===== src/rtl/cfa_pkg.sv =====
// Shared CFA definitions: channel symbol codes, writer FSM encodings
// and the (pattern, row parity, col parity) -> channel decode.
package cfa_pkg;

    localparam logic [1:0] SYM_GREEN = 2'b01;
    localparam logic [1:0] SYM_RED   = 2'b10;
    localparam logic [1:0] SYM_BLUE  = 2'b11;

    localparam logic [1:0] PAT_RGGB = 2'b00;
    localparam logic [1:0] PAT_GRBG = 2'b01;
    localparam logic [1:0] PAT_GBRG = 2'b10;
    localparam logic [1:0] PAT_BGGR = 2'b11;

    localparam logic [1:0] ST_IDLE  = 2'd0;
    localparam logic [1:0] ST_RUN   = 2'd1;
    localparam logic [1:0] ST_DRAIN = 2'd2;
    localparam logic [1:0] ST_DONE  = 2'd3;

    // Green sits on the checkerboard whose phase flips for GRBG/GBRG;
    // the remaining sites are red on the row whose parity is pat[1].
    function automatic logic [1:0] cfa_symbol(
        input logic [1:0] pat,
        input logic       row0,
        input logic       col0
    );
        logic green;
        logic red;
        green = (pat[1] ^ pat[0]) ^ (row0 ^ col0);
        red   = (row0 == pat[1]);
        if (green)
            cfa_symbol = SYM_GREEN;
        else if (red)
            cfa_symbol = SYM_RED;
        else
            cfa_symbol = SYM_BLUE;
    endfunction

endpackage


===== src/rtl/bayer_mosaic_writer_if.sv =====
// Plane-read / raw-write memory bus of the Bayer mosaic writer.
// master = writer side, slave = memory side.
interface bayer_mosaic_writer_if #(
    parameter int AW = 17,
    parameter int DW = 12
);
    logic [AW-1:0] readAddress;
    logic          readEnable;
    logic [DW-1:0] greenRead;
    logic [DW-1:0] redRead;
    logic [DW-1:0] blueRead;
    logic [DW-1:0] rawWrite;
    logic [AW-1:0] writeAddress;
    logic          writeEnable;

    modport master (
        output readAddress,
        output readEnable,
        input  greenRead,
        input  redRead,
        input  blueRead,
        output rawWrite,
        output writeAddress,
        output writeEnable
    );

    modport slave (
        input  readAddress,
        input  readEnable,
        output greenRead,
        output redRead,
        output blueRead,
        input  rawWrite,
        input  writeAddress,
        input  writeEnable
    );
endinterface


===== src/rtl/bayer_raster_counter.sv =====
// Raster row/col/linear-address counter with clear, stall and
// last-pixel flag; the address is counted, never multiplied.
module bayer_raster_counter #(
    parameter int RW = 11,
    parameter int CW = 11,
    parameter int AW = 17
) (
    input  logic          clk,
    input  logic          rst,
    input  logic          en_i,
    input  logic          clear_i,
    input  logic [RW-1:0] row_max_i,
    input  logic [CW-1:0] col_max_i,
    output logic          row_lsb_o,
    output logic          col_lsb_o,
    output logic [AW-1:0] addr_o,
    output logic          last_o
);
    logic [RW-1:0] row_q, row_d;
    logic [CW-1:0] col_q, col_d;
    logic [AW-1:0] addr_q, addr_d;
    logic          col_wrap;

    assign col_wrap = (col_q == col_max_i);

    always_comb begin
        row_d  = row_q;
        col_d  = col_q;
        addr_d = addr_q;
        if (clear_i) begin
            row_d  = '0;
            col_d  = '0;
            addr_d = '0;
        end else if (en_i) begin
            addr_d = addr_q + 1'b1;
            if (col_wrap) begin
                col_d = '0;
                row_d = row_q + 1'b1;
            end else begin
                col_d = col_q + 1'b1;
            end
        end
    end

    always_ff @(posedge clk) begin
        if (rst) begin
            row_q  <= '0;
            col_q  <= '0;
            addr_q <= '0;
        end else begin
            row_q  <= row_d;
            col_q  <= col_d;
            addr_q <= addr_d;
        end
    end

    assign row_lsb_o = row_q[0];
    assign col_lsb_o = col_q[0];
    assign addr_o    = addr_q;
    assign last_o    = col_wrap && (row_q == row_max_i);

endmodule


===== src/rtl/bayer_mosaic_writer.sv =====
// Re-mosaics G/R/B planes into a Bayer raw frame with black-level
// offset and saturation; read -> P1 (mem data) -> S1 -> S2 -> write.
module bayer_mosaic_writer
    import cfa_pkg::*;
#(
    parameter int addressBitWidth = 17,
    parameter int rowBitWidth     = 11,
    parameter int colBitWidth     = 11,
    parameter int dataBitWidth    = 12
) (
    input  logic                    clk,
    input  logic                    rst,
    input  logic                    start,
    input  logic                    en,
    input  logic [rowBitWidth-1:0]  rowMax,
    input  logic [colBitWidth-1:0]  colMax,
    input  logic [1:0]              patternSelect,
    input  logic [dataBitWidth-1:0] blackLevel,
    output logic                    busy,
    output logic                    done,
    bayer_mosaic_writer_if.master   mem
);
    localparam int AW = addressBitWidth;
    localparam int DW = dataBitWidth;

    logic [1:0]             state_q, state_d;
    logic [rowBitWidth-1:0] row_max_q;
    logic [colBitWidth-1:0] col_max_q;
    logic [1:0]             pat_q;
    logic [DW-1:0]          black_q;

    logic          accept, issue, cnt_en;
    logic          cnt_row0, cnt_col0, cnt_last;
    logic [AW-1:0] cnt_addr;
    logic [1:0]    sym;

    logic          p1_vld_q;
    logic [AW-1:0] p1_addr_q;
    logic [1:0]    p1_sym_q;
    logic          hold_q;
    logic [DW-1:0] hold_data_q;
    logic [DW-1:0] mem_sel, p1_data;

    logic          s1_vld_q;
    logic [AW-1:0] s1_addr_q;
    logic [DW-1:0] s1_data_q;
    logic [DW:0]   sum;
    logic [DW-1:0] sat;

    logic          wr_vld_q;
    logic [AW-1:0] wr_addr_q;
    logic [DW-1:0] wr_data_q;

    assign accept = (state_q == ST_IDLE) && start;
    assign issue  = (state_q == ST_RUN);
    assign cnt_en = issue && en && !cnt_last;

    bayer_raster_counter #(
        .RW(rowBitWidth),
        .CW(colBitWidth),
        .AW(AW)
    ) u_cnt (
        .clk      (clk),
        .rst      (rst),
        .en_i     (cnt_en),
        .clear_i  (accept),
        .row_max_i(row_max_q),
        .col_max_i(col_max_q),
        .row_lsb_o(cnt_row0),
        .col_lsb_o(cnt_col0),
        .addr_o   (cnt_addr),
        .last_o   (cnt_last)
    );

    assign sym = cfa_symbol(pat_q, cnt_row0, cnt_col0);

    always_comb begin
        state_d = state_q;
        unique case (state_q)
            ST_IDLE:  if (start) state_d = ST_RUN;
            ST_RUN:   if (en && cnt_last) state_d = ST_DRAIN;
            ST_DRAIN: if (en && !p1_vld_q && !s1_vld_q)
                          state_d = ST_DONE;
            ST_DONE:  state_d = ST_IDLE;
            default:  state_d = ST_IDLE;
        endcase
    end

    always_comb begin
        unique case (p1_sym_q)
            SYM_RED:  mem_sel = mem.redRead;
            SYM_BLUE: mem_sel = mem.blueRead;
            default:  mem_sel = mem.greenRead;
        endcase
    end

    // Memory data belongs to the address of the previous cycle, so a
    // stall must freeze it here before the held address replaces it.
    assign p1_data = hold_q ? hold_data_q : mem_sel;

    assign sum = {1'b0, s1_data_q} + {1'b0, black_q};
    assign sat = sum[DW] ? {DW{1'b1}} : sum[DW-1:0];

    always_ff @(posedge clk) begin
        if (rst) begin
            state_q     <= ST_IDLE;
            row_max_q   <= '0;
            col_max_q   <= '0;
            pat_q       <= '0;
            black_q     <= '0;
            p1_vld_q    <= 1'b0;
            p1_addr_q   <= '0;
            p1_sym_q    <= '0;
            hold_q      <= 1'b0;
            hold_data_q <= '0;
            s1_vld_q    <= 1'b0;
            s1_addr_q   <= '0;
            s1_data_q   <= '0;
            wr_vld_q    <= 1'b0;
            wr_addr_q   <= '0;
            wr_data_q   <= '0;
        end else begin
            state_q <= state_d;
            if (accept) begin
                row_max_q <= rowMax;
                col_max_q <= colMax;
                pat_q     <= patternSelect;
                black_q   <= blackLevel;
            end
            if (en) begin
                hold_q <= 1'b0;
            end else if (!hold_q) begin
                hold_q      <= 1'b1;
                hold_data_q <= mem_sel;
            end
            if (en) begin
                p1_vld_q  <= issue;
                p1_addr_q <= cnt_addr;
                p1_sym_q  <= sym;
                s1_vld_q  <= p1_vld_q;
                s1_addr_q <= p1_addr_q;
                s1_data_q <= p1_data;
                wr_vld_q  <= s1_vld_q;
                if (s1_vld_q) begin
                    wr_addr_q <= s1_addr_q;
                    wr_data_q <= sat;
                end
            end
        end
    end

    assign mem.readAddress  = cnt_addr;
    assign mem.readEnable   = issue && en;
    assign mem.rawWrite     = wr_data_q;
    assign mem.writeAddress = wr_addr_q;
    assign mem.writeEnable  = wr_vld_q && en;

    assign busy = (state_q == ST_RUN) || (state_q == ST_DRAIN);
    assign done = (state_q == ST_DONE);

endmodule

===== src/flat_wrapper.sv =====
// flat-port wrapper written by rule: the top's interface ports become plain ports
module bayer_mosaic_writer_flat import cfa_pkg::*;
#(
    parameter int addressBitWidth = 17,
    parameter int rowBitWidth     = 11,
    parameter int colBitWidth     = 11,
    parameter int dataBitWidth    = 12
)
  (clk, rst, start, en, rowMax, colMax, patternSelect, blackLevel, busy, done, mem_readAddress, mem_readEnable, mem_greenRead, mem_redRead, mem_blueRead, mem_rawWrite, mem_writeAddress, mem_writeEnable);
  bayer_mosaic_writer_if mem_i ();
  input  logic clk;
  input  logic rst;
  input  logic start;
  input  logic en;
  input  logic [rowBitWidth-1:0] rowMax;
  input  logic [colBitWidth-1:0] colMax;
  input  logic [1:0] patternSelect;
  input  logic [dataBitWidth-1:0] blackLevel;
  output logic busy;
  output logic done;
  output wire logic [$bits(mem_i.readAddress)-1:0] mem_readAddress;
  output wire logic [$bits(mem_i.readEnable)-1:0] mem_readEnable;
  input wire logic [$bits(mem_i.greenRead)-1:0] mem_greenRead;
  input wire logic [$bits(mem_i.redRead)-1:0] mem_redRead;
  input wire logic [$bits(mem_i.blueRead)-1:0] mem_blueRead;
  output wire logic [$bits(mem_i.rawWrite)-1:0] mem_rawWrite;
  output wire logic [$bits(mem_i.writeAddress)-1:0] mem_writeAddress;
  output wire logic [$bits(mem_i.writeEnable)-1:0] mem_writeEnable;
  assign mem_readAddress = mem_i.readAddress;
  assign mem_readEnable = mem_i.readEnable;
  assign mem_i.greenRead = mem_greenRead;
  assign mem_i.redRead = mem_redRead;
  assign mem_i.blueRead = mem_blueRead;
  assign mem_rawWrite = mem_i.rawWrite;
  assign mem_writeAddress = mem_i.writeAddress;
  assign mem_writeEnable = mem_i.writeEnable;
  bayer_mosaic_writer #(.addressBitWidth(addressBitWidth), .rowBitWidth(rowBitWidth), .colBitWidth(colBitWidth), .dataBitWidth(dataBitWidth)) u_core (.clk(clk), .rst(rst), .start(start), .en(en), .rowMax(rowMax), .colMax(colMax), .patternSelect(patternSelect), .blackLevel(blackLevel), .busy(busy), .done(done), .mem(mem_i));
endmodule

===== config.mk =====
export PLATFORM = sky130hd
export DESIGN_NAME = bayer_mosaic_writer_flat
export DESIGN_NICKNAME = d
export VERILOG_FILES = /design/src/rtl/cfa_pkg.sv /design/src/rtl/bayer_mosaic_writer_if.sv /design/src/rtl/bayer_raster_counter.sv /design/src/rtl/bayer_mosaic_writer.sv /design/src/flat_wrapper.sv
export SDC_FILE = /design/constraint.sdc
export NUM_CORES = 1
export LEC_CHECK = 0
export CORE_MARGIN = 8
export CORE_UTILIZATION = 38
export CTS_CLUSTER_SIZE = 8
export DETAILED_ROUTE_END_ITERATION = 10
export PLACE_DENSITY = 0.69
export SYNTH_ARGS = -nofsm -noshare
export SYNTH_HDL_FRONTEND = slang
export SYNTH_SLANG_ARGS = --single-unit

===== constraint.sdc =====
create_clock -name clk -period 3.3 [get_ports clk]
set_input_delay 0.66 -clock clk [delete_from_list [all_inputs] [get_ports clk]]
set_output_delay 0.66 -clock clk [all_outputs]
set_load 0.005 [all_outputs]

==> flow_summary.json, run 1 <==
{
  "outcome": "completed",
  "clk-insertion-delay-late_ps": 420,
  "clkTransAtPathRegs_ps": 60,
  "first_pass_iters": 4,
  "finalSetupTns_ps": 0,
  "timing.final.ws_setup_ps": 389.6,
  "critPathLaunchType": "register",
  "final_common_cell": "dfxtp_1",
  "post_cts.repair.setup_buffers": 0,
  "rsz0062_at_grt": "no",
  "leakage_uw": 0.003476,
  "ys_types": 47,
  "fin_crit_ps": 2910,
  "detail_route.wirelength_um": 18260,
  "antenna_found_initial": 0,
  "die_h_um": 156.7,
  "vias": 6344,
  "clock-sinks": 170,
  "cts_tree": "done",
  "setup_viol_count_final": 0,
  "portBuffers": 125,
  "place_congestion": 0.7758,
  "endpoint_kind": "output pin",
  "h-tree-depth": 4,
  "routedWlPerCell_um": 14.37,
  "finalNetCount": 1089,
  "drive_gt1_share_pct": 4.876,
  "yosys_warnings": 0,
  "drt-initial-drc-count": 366,
  "ys_async_sr_fraction_pct": 0,
  "hold_path_class": "reg -> reg",
  "critPathArrivalTime_ps": 2250,
  "start_util_pct": 38.67,
  "routed_via_density": 4.995,
  "period_share_pct": 88.19,
  "fin_skew_ps": 7.934,
  "syn_nets": 987,
  "cts-root-buf": "clkbuf_16",
  "criticalPathCategory": "reg -> out",
  "required_ps": 2640,
  "ant_nets": 0,
  "ir_drop_mv": 0.4213,
  "hold_viol": 0,
  "core-area_sq_um": 19460,
  "powerDensity_nw_per_um2": 553.4,
  "synth.avg_cell_area_sq_um": 8.456,
  "post-dp-hpwl_um": 13170,
  "synth_seq_cells": 170,
  "grt_pass1_vias": 5944,
  "path_max_fanout": 11,
  "syn_area_sq_um": 7526,
  "post_cts_resized": 0,
  "syn-instance-count": 890,
  "dp_worst_setup_slack_ps": 758.6,
  "holdBufCountCts": 0,
  "syn2layout_area_growth_pct": 26.47,
  "die_area_sq_um": 24560,
  "numCtsBuffers": 17,
  "maxSlewHeadroom_pct": 42.69,
  "grt_use_total_pct": 15.17,
  "grt_pass1_wl_um": 30080,
  "num_rows": 51,
  "diodes": 0,
  "ys_seq_area_share_pct": 45.22,
  "synth_edf_count": 0,
  "grt_overflow_total": 0,
  "cap_viol_max_count": 0,
  "synth-main-ff-cell": "dfxtp_1",
  "layout_common_cells": "dfxtp_1 (170), nand2_1 (133), nor2_1 (126), clkdlybuf4s50_1 (123), a21oi_1 (103)",
  "report.final.slew_viol_count": 0,
  "post-route-drc-count": 0,
  "fmax_mhz": 343.6,
  "die_w_um": 156.7,
  "grt_max_degree": 66,
  "ios": 126,
  "clk_path_buf_depth": 2,
  "tightest_slew_ps": 858.5
}
==> routing by layer <==
| layer | vias up | wire length, um | global-route usage (%) |
|---|---|---|---|
| met2 | 114 | 8562 | 24.88 |
| met5 | - | 0 | 0 |
| met4 | 0 | 191 | 4.622 |
| met1 | 2942 | 8696 | 19.43 |
| met3 | 11 | 806 | 3.447 |
| li1 | 3277 | - | - |
==> worst max-delay path: stages (launching register included) <==
cell and delay [ps]:
dfxtp_1 380, inv_1 100, ha_1 230, nand2_1 80, buf_4 170, clkinv_1 290, clkdlybuf4s50_1 580
==> worst paths after layout <==
path,slack (ps),from,cells past startpoint,end
setup / recovery,390,u_core.state_q[1],6,mem_readEnable
setup reg to reg,700,u_core.s1_data_q[0],9,u_core.mem.rawWrite[5]
hold reg to reg,450,u_core.s1_addr_q[6],2,u_core.mem.writeAddress[6]
hold / removal,450,u_core.s1_addr_q[6],2,u_core.mem.writeAddress[6]
==> cell families after synthesis <==
family                   after synthesis  synth area share [%]
AND/OR/NAND/NOR                      330                 18.89
AO/OA/AOI/OAI                        199                 16.04
flip-flops                           170                 45.22
buffers and inverters                 68                 3.524
multiplexers                          52                 6.916
XOR/XNOR                              50                 5.819
adder cells (fa/ha/maj)               21                 3.591
==> through the flow <==
| stage | utilization (%) | power, uW | hold slack [ps] | instance area, sq um | std cells |
|---|---|---|---|---|---|
| 2_1_floorplan | - | 3137 | 431.2 | 7526 | 890 |
| 3_3_place_gp | 46.21 | 3517 | 442.1 | 8994 | 1238 |
| 3_5_place_dp | 46.21 | 3535 | 444.5 | 8994 | 1238 |
| 4_1_cts | 48.90 | 5323 | 453.7 | 9518 | 1270 |
| 5_1_grt | 48.90 | 5559 | 477.3 | 9518 | 1270 |
| 6_report | 48.90 | 5267 | 454.8 | 9518 | 1270 |
==> report_power, final <==
| part | internal [uW] | switching (uW) |
|---|---|---|
| sequential | 2190 | 131 |
| combinational | 488 | 671 |
| clock | 982 | 804 |
==> state kept, by name, indices dropped and copies added, names as in the netlist, 12 cells and up <==
signal / cells
u_core.mem.writeAddress: 17
u_core.p1_addr_q: 17
u_core.s1_addr_q: 17
u_core.u_cnt.addr_o: 17
u_core.black_q: 12
u_core.hold_data_q: 12
u_core.mem.rawWrite: 12
u_core.s1_data_q: 12
==> final cells by class <==
class | instances | area, sq um
clock buffers | 22 | 454.2
clock inverters | 10 | 70.07
fillers | 1869 | 9945
inverters | 12 | 45.04
multi-input cells | 652 | 3862
flip-flops and latches | 170 | 3403
well taps | 265 | 331.6
repair buffers | 139 | 1351
==> synth_stat cells, types with 10 or more instances <==
cell        n  share of area, %
dfxtp_1   170                45
nand2_1   133               6.6
nor2_1    126               6.3
a21oi_1   103               6.8
mux2i_1    52               6.9
a211oi_1   45               4.5
xnor2_1    41               4.8
clkbuf_1   37               1.8
ha_1       20               3.3
o21ai_0    17               1.1
nand3_1    16               1.1
buf_1      11              0.55
inv_1      11              0.55
nand4_1    10              0.83
or3_1      10              0.83
Power figures use the tool's default switching activity.
==> run 2: changes to the inputs <==
--- a/config.mk
+++ b/config.mk
@@ -10,6 +10,7 @@
 export CTS_CLUSTER_SIZE = 8
 export DETAILED_ROUTE_END_ITERATION = 10
 export PLACE_DENSITY = 0.69
+export SLEW_MARGIN = 25
 export SYNTH_ARGS = -nofsm -noshare
 export SYNTH_HDL_FRONTEND = slang
 export SYNTH_SLANG_ARGS = --single-unit
==> results of run 2 <==
Final layout, timing and power as in run 1 (identical DEF).
